==> src/rtl/regfile_wb_ctrl.sv <==
// Single write-port controller for the register file: round-robin arbitration of
// ALU and load writebacks, plus a pending-load scoreboard for RAW hazard detection.
module regfile_wb_ctrl #(
  parameter int XLEN = 32,
  parameter int NREG = 32,
  parameter int REGW = 5
) (
  input  logic            clk,
  input  logic            reset,
  input  logic            alu_valid,
  output logic            alu_ready,
  input  logic [REGW-1:0] alu_rd,
  input  logic [XLEN-1:0] alu_data,
  input  logic            ld_valid,
  output logic            ld_ready,
  input  logic [REGW-1:0] ld_rd,
  input  logic [XLEN-1:0] ld_data,
  input  logic            ld_issue,
  input  logic [REGW-1:0] ld_issue_rd,
  input  logic [REGW-1:0] rs1,
  input  logic [REGW-1:0] rs2,
  output logic            rs1_busy,
  output logic            rs2_busy,
  output logic            rf_we,
  output logic [REGW-1:0] rf_rd,
  output logic [XLEN-1:0] rf_wdata,
  output logic            err_unexpected
);

  typedef enum logic {GRANT_ALU, GRANT_LOAD} grant_t;

  grant_t          last_grant;
  logic [NREG-1:0] pending;
  logic [NREG-1:0] pending_next;
  logic            alu_xfer;
  logic            ld_xfer;

  always_comb begin
    alu_ready = 1'b0;
    ld_ready  = 1'b0;
    if (!reset) begin
      if (alu_valid && ld_valid) begin
        alu_ready = (last_grant == GRANT_LOAD);
        ld_ready  = (last_grant == GRANT_ALU);
      end else begin
        alu_ready = alu_valid;
        ld_ready  = ld_valid;
      end
    end
  end

  assign alu_xfer = alu_valid && alu_ready;
  assign ld_xfer  = ld_valid && ld_ready;

  // Clear before set so a load issued in the same cycle supersedes the retiring one.
  always_comb begin
    pending_next = pending;
    if (ld_xfer) pending_next[ld_rd] = 1'b0;
    if (ld_issue && (ld_issue_rd != '0)) pending_next[ld_issue_rd] = 1'b1;
  end

  assign rs1_busy = (rs1 != '0) && pending[rs1];
  assign rs2_busy = (rs2 != '0) && pending[rs2];

  always_ff @(posedge clk or posedge reset) begin
    if (reset) begin
      rf_we          <= 1'b0;
      rf_rd          <= '0;
      rf_wdata       <= '0;
      pending        <= '0;
      err_unexpected <= 1'b0;
      last_grant     <= GRANT_LOAD;
    end else begin
      pending <= pending_next;
      rf_we   <= 1'b0;
      if (alu_xfer) begin
        last_grant <= GRANT_ALU;
        if (alu_rd != '0) begin
          rf_we    <= 1'b1;
          rf_rd    <= alu_rd;
          rf_wdata <= alu_data;
        end
      end else if (ld_xfer) begin
        last_grant <= GRANT_LOAD;
        if (ld_rd != '0) begin
          rf_we    <= 1'b1;
          rf_rd    <= ld_rd;
          rf_wdata <= ld_data;
          if (!pending[ld_rd]) err_unexpected <= 1'b1;
        end
      end
    end
  end

endmodule

==> config.mk <==
export PLATFORM = sky130hd
export DESIGN_NAME = regfile_wb_ctrl
export DESIGN_NICKNAME = d
export VERILOG_FILES = /design/src/rtl/regfile_wb_ctrl.sv
export SDC_FILE = /design/constraint.sdc
export NUM_CORES = 1
export LEC_CHECK = 0
export ABC_AREA = 0
export BUFFER_PORTS_ARGS = -buffer_cell sky130_fd_sc_hd__buf_4
export CELL_PAD_IN_SITES_DETAIL_PLACEMENT = 0
export CELL_PAD_IN_SITES_GLOBAL_PLACEMENT = 1
export CORE_MARGIN = 4
export CORE_UTILIZATION = 36
export DETAILED_ROUTE_END_ITERATION = 12
export GPL_ROUTABILITY_DRIVEN = 0
export PLACE_DENSITY = 0.84
export SYNTH_ARGS = -nofsm -noshare
export SYNTH_HDL_FRONTEND = slang
export SYNTH_SLANG_ARGS = --single-unit
==> constraint.sdc <==
create_clock -name clk -period 3.81 [get_ports clk]
set_input_delay 0.762 -clock clk [delete_from_list [all_inputs] [get_ports clk]]
set_output_delay 0.762 -clock clk [all_outputs]
set_load 0.1 [all_outputs]
==> out/results.ini <==
[outcome]
outcome = finished, final reports clean

[detailed_routing]
antenna_left = 0
drtIter0Drc = 278
dr.pass1.iters = 5
vias = 3509
drc_errors = 0
wl_um = 12840
vias_per_cell = 5.734
wl_per_cell_um = 20.99

[clock_tree]
clk_pin_slew_worst_paths_ps = 60
cts.sinks = 72
cts_tree = done
postCtsHoldBufs = 0
cts_resized = 0
cts_setup_buffers = 0
cts_htree_levels = 3
clockBufferDepth = 2
root_buffer = clkbuf_16
numCtsBuffers = 9
clock_latency_ps = 340

[synth]
ys_seq_elements = 72
muxShareOfSynthArea = 0.3497
syn-num-nets = 432
synth.avg_cell_area_um2 = 12.52
yosysWarnings = 0
synth_xor_area_frac = 0
synthArstFlopShare = 1.000
synth-adder-area-share = 0
synth_edf_count = 0
synthCells = 338
yosys_most_used_dff = dfrtp_1
syn_area_um2 = 4233
seq_area_frac_synth = 0.4260
synth_top_family_by_area = multiplexers
synth.distinct_cells = 37
synth_compound_area_frac = 0.08779
synthSimpleGateAreaFrac = 0.1035

[sta]
rsz0062_at_grt = no
setup_ws_ps = 598.4
finalSetupTns_ps = 0
setup_viol = 0
post-route-period-util = 0.8429
clock_skew_ps = 5.408
fmax_mhz = 311.4
slew_viol_final = 0
min_period_ps = 3212
timing.slew.headroom = 0.2575
hold_viol_final = 0
tightest_slew_ps = 1112

[setup_path]
crit_cells = 5
endpoint_kind = output port
slowest_stage = mux4_2
crit_family = multiplexers
criticalPathCategory = in2out
crit_start = rs2[0]
crit_buf_inv = 2
endpoint = rs2_busy
worstPathMaxFanout = 8
crit_chain = buf_4, mux4_2, mux4_2, mux2_2, buf_4
cp.arrival_ps = 2450
startpoint_type = input pin
timing.rr.end = rf_wdata[27]
max_stage_delay_ps = 520
r2r_cells = 4
worstPathRequired_ps = 3050
r2r-start = last_grant
regToRegSetupSlack_ps = 1470

[pwr]
power_density_nw_per_um2 = 622.4
p_leak_nw = 2.416
ir_drop_mv = 0.4264

[floorplan]
die_w_um = 116.4
dieArea_um2 = 13560
coreArea_um2 = 11470
io_pins = 137
start_util = 0.3691
die-height_um = 116.4
row_count = 39

[placed_design]
place_ws_ps = 599.1
io_buffer_count = 136
dp_hpwl_um = 9397

[final_layout]
final_cell_mix = 141 x buf_4, 81 x mux2_2, 71 x dfrtp_1
fillers = 996
drive_gt1_frac = 0.5693
multiInputGateArea_um2 = 2308
antennaDiodeCount = 0
final_common_cell = buf_4
regArea_um2 = 1803
nets = 558
areaGrowthSynthToFinish_pct = 33.82

[worst_hold_path]
hold_path.class = reg2reg

[run]
cap_violations = 0

[grt]
grt_pass1_vias = 3583
grt_max_degree = 75
grt_usage = 0.1893
grt_overflow = 0
grt_pass1_wl_um = 19400
antenna_found_initial = 0

==> kinds of logic after synthesis <==
logic type / after synthesis
compound gates: 45
buf+inv: 30
flops: 72
mux: 109
simple gates: 82
==> report_power, final <==
| part | leakage, nW | switching [mW] | internal (mW) |
|---|---|---|---|
| clock network | 0.134 | 0.343 | 0.480 |
| logic | 1.44 | 1.06 | 0.515 |
| registers | 0.843 | 0.175 | 0.947 |
| total | 2.42 | 1.58 | 1.94 |
==> how the worst min path moves through the flow <==
stage / endpoint / from / cells past startpoint / slack, ps
4_1_cts: rf_wdata[11] / rf_wdata[11] / 1 / 510
5_1_grt: rf_wdata[30] / rf_wdata[30] / 1 / 520
3_3_place_gp: rf_rd[1] / rf_rd[1] / 1 / 490
2_1_floorplan: pending[24] / pending[24] / 1 / 480
3_5_place_dp: rf_wdata[11] / rf_wdata[11] / 1 / 500
6_report: rf_wdata[11] / rf_wdata[11] / 1 / 510
==> registers in the layout, summed over array words and instances (netlist names) <==
register / count
rf_wdata: 32
pending: 32
last_grant: 1
err_unexpected: 1
rf_rd: 5
rf_we: 1
==> per-layer routing <==
| layer | track usage | vias up | part of all wire |
|---|---|---|---|
| li1 | - | 1549 | - |
| met1 | 0.2425 | 1759 | 0.40 |
| met2 | 0.2979 | 169 | 0.50 |
| met3 | 0.05596 | 32 | 0.081 |
| met4 | 0.08353 | 0 | 0.027 |
| met5 | 0 | - | 0 |
==> final cells by class <==
class                      instances  area share
multi-input combinational        236      0.4076
sequential                        72      0.3183
timing repair buffer             141      0.1869
clock buffer                      11     0.04462
tap                              143     0.03159
clock inverter                     5    0.007069
inverter                           4    0.003976
==> Yosys cell counts (2+ instances only) <==
| master | count | area [um^2] |
|---|---|---|
| a22o_1 | 11 | 96.34 |
| a31oi_1 | 3 | 18.77 |
| nand2b_1 | 4 | 25.02 |
| mux2_2 | 81 | 912.1 |
| buf_4 | 4 | 30.03 |
| nand4_1 | 2 | 12.51 |
| mux4_2 | 23 | 518.0 |
| mux2i_1 | 5 | 50.05 |
| o41ai_1 | 2 | 17.52 |
| clkbuf_1 | 12 | 45.04 |
| dfrtp_1 | 71 | 1777 |
| nand4b_1 | 4 | 35.03 |
| inv_1 | 4 | 15.01 |
| a22oi_1 | 3 | 22.52 |
| and3b_1 | 3 | 26.28 |
| buf_2 | 10 | 50.05 |
| and3_1 | 2 | 12.51 |
| nand2_1 | 34 | 127.6 |
| nor3b_1 | 7 | 52.55 |
| o2bb2ai_1 | 15 | 131.4 |
| nor2b_1 | 4 | 25.02 |
| o21ai_0 | 2 | 10.01 |
| nand3_1 | 6 | 30.03 |
| nand3b_1 | 2 | 15.01 |
| nor2_1 | 5 | 18.77 |
| a32o_1 | 4 | 40.04 |
| nor3_1 | 5 | 25.02 |
==> per-stage QoR <==
step / cells / area, um^2 / hold slack [ps] / utilization / power [mW]
6_report: 612 / 5664 / 505.9 / 0.4939 / 3.525
5_1_grt: 612 / 5664 / 519.9 / 0.4939 / 3.655
4_1_cts: 612 / 5664 / 511.0 / 0.4939 / 3.543
3_5_place_dp: 596 / 5371 / 497.1 / 0.4684 / 2.710
3_3_place_gp: 596 / 5371 / 493.3 / 0.4684 / 2.688
2_1_floorplan: 338 / 4250 / 477.6 / - / 2.298
==> worst register-to-register path: stages, from the launching register on <==
cell       delay [ps]
dfstp_2           550
o211ai_1          130
buf_4             230
o2bb2ai_4         880
mux2_2            440
(Power assumes the default switching activity.)
